--- src/rtl/pattern_tb_pkg.sv ---
// Shared types and constants for the pattern stimulus driver: FSM states and the
// LFSR/MISR polynomial and fallback seed.
package pattern_tb_pkg;

  typedef enum logic [2:0] {
    StIdle,
    StLoad,
    StApply,
    StSettle,
    StCapture,
    StDone
  } state_e;

  localparam logic [15:0] POLY         = 16'hB400;
  localparam logic [15:0] DEFAULT_SEED = 16'hACE1;

endpackage

--- src/rtl/lfsr16_step.sv ---
// One step of a 16-bit Galois right-shift register; shared by the stimulus LFSR
// and the response-compacting MISR.
module lfsr16_step
  import pattern_tb_pkg::*;
(
  input  logic [15:0] x,
  output logic [15:0] y
);

  assign y = (x >> 1) ^ (x[0] ? POLY : 16'h0000);

endmodule

--- src/rtl/pattern_stim_driver.sv ---
// Drives LFSR stimulus into a pattern netlist, waits for it to settle, and folds
// each response into a MISR signature.
module pattern_stim_driver
  import pattern_tb_pkg::*;
#(
  parameter int unsigned IN_W       = 11,
  parameter int unsigned OUT_W      = 9,
  parameter int unsigned SETTLE_CYC = 2
) (
  input  logic             blif_clk_net,
  input  logic             blif_reset_net,
  input  logic             start,
  input  logic [15:0]      num_vec,
  input  logic [15:0]      seed,
  output logic [IN_W-1:0]  stim,
  input  logic [OUT_W-1:0] resp,
  output logic             busy,
  output logic             done,
  output logic [15:0]      signature,
  output logic [15:0]      vec_cnt
);

  localparam int unsigned SettleW = (SETTLE_CYC > 1) ? $clog2(SETTLE_CYC) : 1;
  localparam logic [SettleW-1:0] SettleLast = SettleW'(SETTLE_CYC - 1);

  state_e             state;
  logic [15:0]        num_vec_q;
  logic [15:0]        seed_q;
  logic [15:0]        lfsr;
  logic [15:0]        misr;
  logic [SettleW-1:0] settle_cnt;

  logic [15:0] lfsr_next;
  logic [15:0] misr_step;
  logic [15:0] misr_next;

  lfsr16_step u_lfsr_step (
    .x (lfsr),
    .y (lfsr_next)
  );

  lfsr16_step u_misr_step (
    .x (misr),
    .y (misr_step)
  );

  assign misr_next = misr_step ^ 16'(resp);

  always_ff @(posedge blif_clk_net) begin
    if (blif_reset_net) begin
      state      <= StIdle;
      num_vec_q  <= 16'h0000;
      seed_q     <= 16'h0000;
      lfsr       <= DEFAULT_SEED;
      misr       <= 16'h0000;
      settle_cnt <= '0;
      stim       <= '0;
      busy       <= 1'b0;
      done       <= 1'b0;
      signature  <= 16'h0000;
      vec_cnt    <= 16'h0000;
    end else begin
      done <= 1'b0;
      unique case (state)
        StIdle: begin
          if (start) begin
            num_vec_q <= num_vec;
            seed_q    <= seed;
            busy      <= 1'b1;
            state     <= StLoad;
          end
        end
        StLoad: begin
          lfsr    <= (seed_q == 16'h0000) ? DEFAULT_SEED : seed_q;
          misr    <= 16'h0000;
          vec_cnt <= 16'h0000;
          if (num_vec_q == 16'h0000) begin
            // Empty run: the freshly cleared MISR is the signature.
            signature <= 16'h0000;
            done      <= 1'b1;
            state     <= StDone;
          end else begin
            state <= StApply;
          end
        end
        StApply: begin
          stim       <= lfsr[IN_W-1:0];
          lfsr       <= lfsr_next;
          settle_cnt <= SettleLast;
          state      <= StSettle;
        end
        StSettle: begin
          if (settle_cnt == '0) begin
            state <= StCapture;
          end else begin
            settle_cnt <= settle_cnt - 1'b1;
          end
        end
        StCapture: begin
          misr    <= misr_next;
          vec_cnt <= vec_cnt + 16'd1;
          if (vec_cnt + 16'd1 == num_vec_q) begin
            signature <= misr_next;
            done      <= 1'b1;
            state     <= StDone;
          end else begin
            state <= StApply;
          end
        end
        StDone: begin
          busy  <= 1'b0;
          state <= StIdle;
        end
        default: begin
          busy  <= 1'b0;
          state <= StIdle;
        end
      endcase
    end
  end

endmodule

--- config.mk ---
export PLATFORM = sky130hd
export DESIGN_NAME = pattern_stim_driver
export DESIGN_NICKNAME = d
export VERILOG_FILES = /design/src/rtl/pattern_tb_pkg.sv /design/src/rtl/lfsr16_step.sv /design/src/rtl/pattern_stim_driver.sv
export SDC_FILE = /design/constraint.sdc
export NUM_CORES = 1
export LEC_CHECK = 0
export ABC_AREA = 1
export BUFFER_PORTS_ARGS = -buffer_cell sky130_fd_sc_hd__buf_2
export CORE_MARGIN = 3
export CORE_UTILIZATION = 50
export CTS_CLUSTER_DIAMETER = 100
export DETAILED_ROUTE_END_ITERATION = 8
export GPL_TIMING_DRIVEN = 0
export HOLD_SLACK_MARGIN = 0.08
export PLACE_DENSITY = 0.72
export SLEW_MARGIN = 40
export SYNTH_ARGS = -nofsm -noshare
export SYNTH_HDL_FRONTEND = slang
export SYNTH_SLANG_ARGS = --single-unit
--- constraint.sdc ---
create_clock -name blif_clk_net -period 4.71 [get_ports blif_clk_net]
set_input_delay 1.413 -clock blif_clk_net [delete_from_list [all_inputs] [get_ports blif_clk_net]]
set_output_delay 1.413 -clock blif_clk_net [all_outputs]
set_load 0.005 [all_outputs]
Word level (Yosys, flattened, before mapping) --
Index checks and enable logic that the tools add are counted.
Word-level totals: register bits after elaboration 113
Cells by class: $add $sub $neg 2, equal/unequal tests 9, muxes and demuxes 21, bitwise logic cells 4, reductions and logical operators 11
Operators with widths (count):
- $pmux W16 S2 | 4
- $mux W16 | 5
- $logic_not A16 Y1 | 2
- $xor A15 B16 Y16 | 2
- $add A16 B1 Y16 const B | 1
- $eq A16 B16 Y1 | 1
- $xor A16 B9 Y16 | 1
- $pmux W3 S5 | 1
- $mux W3 | 4
- $ne A2 B2 Y1 const B | 4
- $eq A3 B2 Y1 const B | 2
- $pmux W1 S2 | 3
- $reduce_and A2 Y1 | 3
- $reduce_bool A2 Y1 | 3
- $mux W1 | 4
- $reduce_or A4 Y1 | 1
- $eq A3 B1 Y1 const B | 1
- $eq A3 B3 Y1 const B | 1
- $logic_not A3 Y1 | 1
- $reduce_and A3 Y1 | 1
- $not A1 Y1 | 1
- $sub A1 B1 Y1 const B | 1

Depth between registers and ports, before layout --
Gate-level depths: netlist (run 1).
depth in word-level cells 5, depth in mapped cells 17

Cells and area by module --
Synthesis (run 1) repeated with hierarchy kept, for this count alone.
Unflattened totals: cell total of the unflattened synthesis 781, area total of the unflattened synthesis 5440.2 um^2
Modules (own cells, without submodules):
- pattern_stim_driver | instances 1, cells each 729, area an instance 5147.4 um^2, sequential area each 2262.2 um^2
- lfsr16_step | instances 2, cells each 26, area an instance 146.4 um^2, sequential area each 0.0 um^2

Least setup slack after synthesis (run 1) --
OpenSTA, ideal clock, no wires.
kind input to register, from input port start, to register num_vec_q[0], setup time 128 ps, data arrival time 2097 ps, required time 4582 ps, path slack 2485 ps, stages 4, cells stage by stage nand3_1 > clkbuf_1 > clkbuf_1 > a21oi_1
Between the ends: word-level cells in the longest chain between the ends 1
Ends and longest elaborated chain:
- from (decl) | RTL line pattern_stim_driver.sv:12 | input logic start,
- $reduce_and A2 Y1 (no source line)
- to (signal assigned) | RTL line pattern_stim_driver.sv:67 | num_vec_q <= num_vec;
- to (decl) | RTL line pattern_stim_driver.sv:27 | logic [15:0] num_vec_q;
Every way passes these cells. A chain may end at the register's enable or synchronous reset.

Worst setup path in the final report (run 1) --
from register vec_cnt[0], to output port vec_cnt[0]
RTL lines:
- from (decl) | RTL line pattern_stim_driver.sv:20 | output logic [15:0] vec_cnt
- from (signal assigned) | RTL line pattern_stim_driver.sv:101 | vec_cnt <= vec_cnt + 16'd1;
No word-level cell between the ends.

==> results.sh, run 1 <==
export IMPL_status="finished clean"
export IMPL_finalSetupTns_ps=0
export IMPL_dieArea_um2=11500
export IMPL_combPwrFrac=0.160
export IMPL_cts_made_buffers=17
export IMPL_routed_wl_mm=14.0
export IMPL_io_buffers=88
export IMPL_grt_max_degree=17
export IMPL_synthCells=728
export IMPL_grt_pass1_vias=4822
export IMPL_die_w_um=107
export IMPL_synth_area_leaders="dfxtp_1, nand2_1, a21oi_1"
export IMPL_cts_sinks=113
export IMPL_ant_nets=0
export IMPL_worst_hold_path_num_cells=2
export IMPL_routabilityCongestion=0.865
export IMPL_avgSynthCellArea_um2=7.04
export IMPL_power_internal_mw=2.01
export IMPL_fin_nets=880
export IMPL_ctsHoldBuffers=0
export IMPL_die_y_um=107
export IMPL_cts_tree="yes"
export IMPL_yosys_register_bits=113
export IMPL_core_area_um2=9860
export IMPL_clock_fmax_mhz=388
export IMPL_synth_seq_area_share=0.441
export IMPL_cts_resized=0
export IMPL_arrival_ps=1170
export IMPL_finalCritPeriodShare=0.548
export IMPL_via_per_inst=5.29
export IMPL_cts_max_level=4
export IMPL_ys_warn_count=0
export IMPL_cts_buffer_depth=2
export IMPL_clock_skew_ps=8.62
export IMPL_reg2reg_from="vec_cnt[0]$_SDFFE_PP0P_"
export IMPL_timing_worst_setup_path_type="flip-flop to primary output"
export IMPL_hold_path_class="flip-flop to flip-flop"
export IMPL_p_leak_nw=2.72
export IMPL_netlist_area_um2=5130
export IMPL_drc_errors=0
export IMPL_synth_ff_type="dfxtp_1"
export IMPL_grt_overflow=0
export IMPL_whs_endpoint="stim[7]$_SDFFE_PP0P_"
export IMPL_ir_drop_mv=0.270
export IMPL_finalHoldViolCount=0
export IMPL_slew_headroom=0.601
export IMPL_insertion_delay_ps=530
export IMPL_start_util=0.520
export IMPL_rsz0062_at_grt="false"
export IMPL_power_density_nw_per_um2=448
export IMPL_drt_first_pass_iters=5
export IMPL_ioPinCount=89
export IMPL_finalCriticalPeriod_ps=2580
export IMPL_grt_pass1_wl_mm=22.4
export IMPL_maxSlewViolCount=0
export IMPL_area_delta_synth_final_pct=23.2
export IMPL_p_clk_frac=0.449
export IMPL_reg2reg_to="signature[12]$_SDFFE_PP0P_"
export IMPL_dp_hpwl_mm=10.1
export IMPL_setup_viol=0
export IMPL_seqPwrFrac=0.391
export IMPL_hold_start="stim[7]$_SDFFE_PP0P_"
export IMPL_tightest_slew_ps=598
export IMPL_insertedDiodeCount=0
export IMPL_path_clk_slew_ps=60
export IMPL_worstPathMaxFanout=8
export IMPL_maxCapViolCount=0
export IMPL_critPathLaunchType="flip-flop"
export IMPL_cts_root_buf="clkbuf_8"
export IMPL_crit_buf_inv=1
export IMPL_yosysTopAreaCell="dfxtp_1"
export IMPL_max_stage_delay_ps=470
export IMPL_cp_required_ps=3300
export IMPL_synthArstFlopShare=0
export IMPL_power_mw=2.83
export IMPL_vias=5187
export IMPL_switchingPower_mw=0.817
export IMPL_post_cts_buffers=0
export IMPL_grt_antenna_before_repair=0
export IMPL_grt_usage=0.246
export IMPL_drive_gt1_frac=0.171
export IMPL_routedWlPerCell_um=14.3
export IMPL_synth_top_area_share=0.441
export IMPL_ys_types=32
export IMPL_swShare=0.289
export IMPL_r2r_setup_slack_ps=2150
export IMPL_cp_slowest_cell="dfxtp_1"
export IMPL_ff2ff_path_depth=15
export IMPL_cp_end_kind="primary output"
export IMPL_crit_chain="buf_2"
export IMPL_rows=36
export IMPL_synth_edf_count=0
export IMPL_drt_iter0_markers=310
export IMPL_path_delay_family="flip-flops"
export IMPL_syn_num_nets=773
## worst reg2reg max path, stage by stage, from the launching register on
cell	delay (ps)
dfxtp_1	470
ha_1	270
nand3_1	170
nor2_2	250
nand2_1	140
nand3_1	100
nand2_1	60
nor2_1	90
nand3_1	110
nor2_2	180
nand3_4	140
nand2_2	130
buf_6	160
nand2_1	70
nand2_1	70
nor2_1	50
## layout by cell type, fill, tap and decap left out, drive strengths merged, types with 5 or more instances in the layout
cell type / instances
a21boi: 6
o21ai: 46
or2: 10
nor3: 9
xor2: 6
buf: 95
nor2: 52
dfxtp: 113
nand3b: 6
nand4: 16
inv: 67
o22ai: 5
clkinv: 7
nand3: 59
o211ai: 6
clkbuf: 45
a21oi: 80
nand2: 203
## power groups by stage
| stage | sequential (mW) | combinational (mW) | clock (mW) |
|---|---|---|---|
| 4_1_cts | 1.10 | 0.448 | 1.28 |
| 3_3_place_gp | 1.12 | 0.432 | 0 |
| 2_1_floorplan | 1.11 | 0.311 | 0 |
| 3_5_place_dp | 1.12 | 0.442 | 0 |
| 5_1_grt | 1.11 | 0.504 | 1.33 |
| 6_report | 1.11 | 0.453 | 1.27 |
## per-stage QoR
| step | hold WS, ps | utilization | setup slack [ps] | cells | area, um^2 |
|---|---|---|---|---|---|
| after global routing | 478 | 0.641 | 1950 | 981 | 6320 |
| final | 460 | 0.641 | 2130 | 981 | 6320 |
| after global placement | 452 | 0.581 | 1990 | 949 | 5740 |
| after floorplan | 438 | - | 2480 | 728 | 5130 |
| after detailed placement | 454 | 0.581 | 1920 | 949 | 5740 |
| after CTS | 463 | 0.641 | 2110 | 981 | 6320 |
## sequential cells by signal, summed over array words and instances, names as in the netlist
register,count
stim,11
state,3
settle_cnt,1
signature,16
seed_q,16
done,1
lfsr,16
busy,1
vec_cnt,16
num_vec_q,16
misr,16
## cells in the mapped netlist (9+ instances only)
| cell | number |
|---|---|
| inv_1 | 64 |
| dfxtp_1 | 113 |
| clkbuf_1 | 26 |
| nor3_1 | 9 |
| a21oi_1 | 80 |
| nand4_1 | 16 |
| nand3_1 | 58 |
| nor2_1 | 44 |
| nand2_1 | 200 |
| o21ai_0 | 44 |
| or2_2 | 10 |
## worst max path at each step
stage | from | endpoint | slack, ps | cells past startpoint
floorplan | start | num_vec_q[0]$_SDFFE_PP0P_ | 2480 | 4
detailed placement | start | seed_q[1]$_SDFFE_PP0P_ | 1920 | 6
CTS | vec_cnt[0]$_SDFFE_PP0P_ | vec_cnt[0] | 2110 | 1
global placement | start | seed_q[1]$_SDFFE_PP0P_ | 1990 | 6
finish | vec_cnt[0]$_SDFFE_PP0P_ | vec_cnt[0] | 2130 | 1
global route | vec_cnt[0]$_SDFFE_PP0P_ | signature[12]$_SDFFE_PP0P_ | 1950 | 15
## logic make-up after synthesis
group,synth area share
buf+inv,0.0786
flops,0.441
compound gates,0.155
xor+xnor,0.0181
simple gates,0.305
fa+ha+maj,0.00244
## metal layers
metal | global-route usage | vias up | part of all wire
li1 | - | 2613 | -
met1 | 0.311 | 2378 | 0.44
met2 | 0.407 | 175 | 0.48
met3 | 0.0558 | 21 | 0.067
met4 | 0.0995 | 0 | 0.015
met5 | 0 | - | 0
## layout make-up
type	count	area, um^2
Multi-Input combinational cell	514	2460
Sequential cell	113	2260
Buffer	33	148
Fill cell	889	3550
Clock inverter	13	161
Inverter	68	255
Timing Repair Buffer	88	440
Tap cell	133	166
Clock buffer	19	422
(Power assumes the default switching activity.)
==> inputs of run 2 (changes only) <==
ABC_AREA = 0   (was 1)
clock period = 2.5 ns   (was 4.71 ns; I/O delays follow)
==> run 2 against run 1 <==
  * Clock power grew 84%
  * Total power grew 100%
  * Synthesized cell count shrank 11%
  * Core utilization grew 2.1 points
  * Register-to-register slack lost 2100 ps
  * Via count shrank 1.3%
  * Sequential power grew 96%
==> results.sh, run 2 <==
export IMPL_status="finished clean"
export IMPL_critPathLaunch="vec_cnt[11]$_SDFFE_PP0P_"
export IMPL_drc_errors=0
export IMPL_cts_sinks=113
export IMPL_finalCriticalPeriod_ps=2450
export IMPL_synth_edf_count=0
export IMPL_timing_worst_setup_path_type="flip-flop to flip-flop"
export IMPL_grt_antenna_before_repair=0
export IMPL_p_leak_nw=2.66
export IMPL_cts_made_buffers=17
export IMPL_synth_top_family_by_area="simple AND/OR/NAND/NOR gates"
export IMPL_synth_compound_area_share=0.196
export IMPL_rows=36
export IMPL_synth_area_leaders="dfxtp_1, nand2_1, a21oi_1"
export IMPL_finalHoldViolCount=0
export IMPL_reg2reg_from="vec_cnt[11]$_SDFFE_PP0P_"
export IMPL_cts_max_level=4
export IMPL_drive_gt1_frac=0.214
export IMPL_use_met2=0.407
export IMPL_worstPathMaxFanout=9
export IMPL_avgSynthCellArea_um2=7.92
export IMPL_dieArea_um2=11500
export IMPL_routed_wl_mm=14.3
export IMPL_arrival_ps=2860
export IMPL_synth_ff_type="dfxtp_1"
export IMPL_synthXorXnorAreaFrac=0.0616
export IMPL_synth_simple_gate_area_frac=0.246
export IMPL_dp_hpwl_mm=10.0
export IMPL_cts_buffer_depth=2
export IMPL_start_util=0.519
export IMPL_use_met3=0.0578
export IMPL_slew_headroom=0.585
export IMPL_drt_iter0_markers=342
export IMPL_cts_root_buf="clkbuf_8"
export IMPL_ir_drop_mv=0.547
export IMPL_yosysTopAreaCell="dfxtp_1"
export IMPL_hold_start="stim[7]$_SDFFE_PP0P_"
export IMPL_routedWlPerCell_um=15.7
export IMPL_post_synth_top_count_cell="nand2_1"
export IMPL_ant_nets=0
export IMPL_finalCritPeriodShare=0.980
export IMPL_path_clk_slew_ps=60
export IMPL_netlist_area_um2=5110
export IMPL_hold_path_class="flip-flop to flip-flop"
export IMPL_grt_max_degree=17
export IMPL_placed_area_um2=5750
export IMPL_synthArstFlopShare=0
export IMPL_synthMuxAreaShare=0
export IMPL_cp_required_ps=2910
export IMPL_synth_seq_area_share=0.442
export IMPL_io_buffers=87
export IMPL_clock_skew_ps=8.89
export IMPL_busiest_layer="met2"
export IMPL_ctsHoldBuffers=0
export IMPL_setup_viol=0
export IMPL_ioPinCount=89
export IMPL_die_w_um=107
export IMPL_fin_util=0.662
export IMPL_clock_fmax_mhz=408
export IMPL_maxCapViolCount=0
export IMPL_fin_nets=809
export IMPL_grt_overflow=0
export IMPL_cts_tree="yes"
export IMPL_insertion_delay_ps=510
export IMPL_tightest_slew_ps=620
export IMPL_grt_usage=0.252
export IMPL_routabilityCongestion=0.942
export IMPL_yosys_register_bits=113
export IMPL_core_area_um2=9860
export IMPL_power_density_nw_per_um2=887
export IMPL_synth_top_area_share=0.442
export IMPL_critPathLaunchType="flip-flop"
export IMPL_maxSlewViolCount=0
export IMPL_vias=5119
export IMPL_layout_commonest_cell="nand2_1"
export IMPL_gr_usage_met1=0.338
export IMPL_fin_area_um2=6530
export IMPL_synthCells=646
export IMPL_syn_num_nets=691
export IMPL_cp_end_kind="flip-flop"
export IMPL_ys_warn_count=0
export IMPL_ys_types=46
export IMPL_grt_pass1_wl_mm=23.2
export IMPL_synthTopCellsByCount="nand2_1, dfxtp_1, a21oi_1"
export IMPL_synthAdderAreaFrac=0.00245
export IMPL_drt_first_pass_iters=5
export IMPL_via_per_inst=5.63
export IMPL_grt_pass1_vias=4796
export IMPL_die_y_um=107
export IMPL_final_cell_mix="nand2_1, dfxtp_1, buf_2"
export IMPL_area_delta_synth_final_pct=27.6
export IMPL_insertedDiodeCount=0
run 2: cell types whose count changed after synthesis, moves of 9 or more:
cell,before,now
a21oi_1,80,71
a221oi_1,0,13
o21ai_0,44,19
nor4_1,0,13
inv_1,64,15
nor2b_1,0,14
o21a_1,0,14
clkbuf_1,26,41
xnor2_1,2,11
nand2_1,200,155
xor2_1,6,25
nand3_1,58,4
run 2: logic make-up (layout without fill, tap and decap cells):
family                     count (synthesis)  after routing
AOI/OAI and AO/OA                        159            159
xor gates and xnor gates                  36             36
adders and majority gates                  1              1
buffers and inverters                     64            195
DFF                                      113            113
and+or+nand+nor                          273            273
run 2: metal layers:
metal | vias to the layer above | wire, um | part of all wire
met5 | - | 0 | 0
met4 | 0 | 187 | 0.013
met1 | 2412 | 6460 | 0.45
li1 | 2471 | - | -
met3 | 28 | 1040 | 0.072
met2 | 208 | 6640 | 0.46
run 2: repair_timing:
item / CTS / global route
setup endpoints to repair: 20 / 28
setup buffers: 7 / 4
pin swaps: 4 / 3
cloned: 0 / 1
resized for setup: 9 / 25
run 2: final timing paths:
path	end	slack [ps]	depth (start not counted)
max	signature[13]$_SDFFE_PP0P_	50	9
min	stim[7]$_SDFFE_PP0P_	460	2
max reg2reg	signature[13]$_SDFFE_PP0P_	50	9
min reg2reg	stim[7]$_SDFFE_PP0P_	460	2
run 2: area by class of cell:
class	instances	area, um^2
flip-flops and latches	113	2270
well taps	133	166
clock buffers	20	445
repair buffers	99	529
inverters	15	56.3
fillers	822	3340
clock inverters	12	134
plain buffers	49	236
multi-input cells	469	2690
run 2: metrics by stage:
| stage | total power [mW] | setup WS (ps) | TNS (ps) | instances | hold WS [ps] |
|---|---|---|---|---|---|
| finish | 5.79 | 50.6 | 0 | 910 | 455 |
| floorplan | 3.05 | 0.0953 | 0 | 646 | 445 |
| CTS | 5.76 | 5.78 | 0 | 905 | 453 |
| detailed placement | 3.42 | -473 | -7660 | 866 | 445 |
| global route | 6.09 | -68.3 | -773 | 910 | 468 |
| global placement | 3.38 | -463 | -7680 | 866 | 444 |
run 2: critical path, stage by stage (launching register included):
cell and delay, ps:
dfxtp_1 470, nand4_1 220, nor4_4 410, and4_1 260
o2111ai_2 140, nor4_4 250, buf_6 180, buf_4 140
a221oi_1 80, o21a_1 190
run 2: power by group:
group          leakage [nW]  switching [mW]  internal [mW]
registers             0.921           0.163           2.01
clock network         0.281           0.872           1.47
logic                  1.46           0.825          0.446
total                  2.66            1.86           3.93
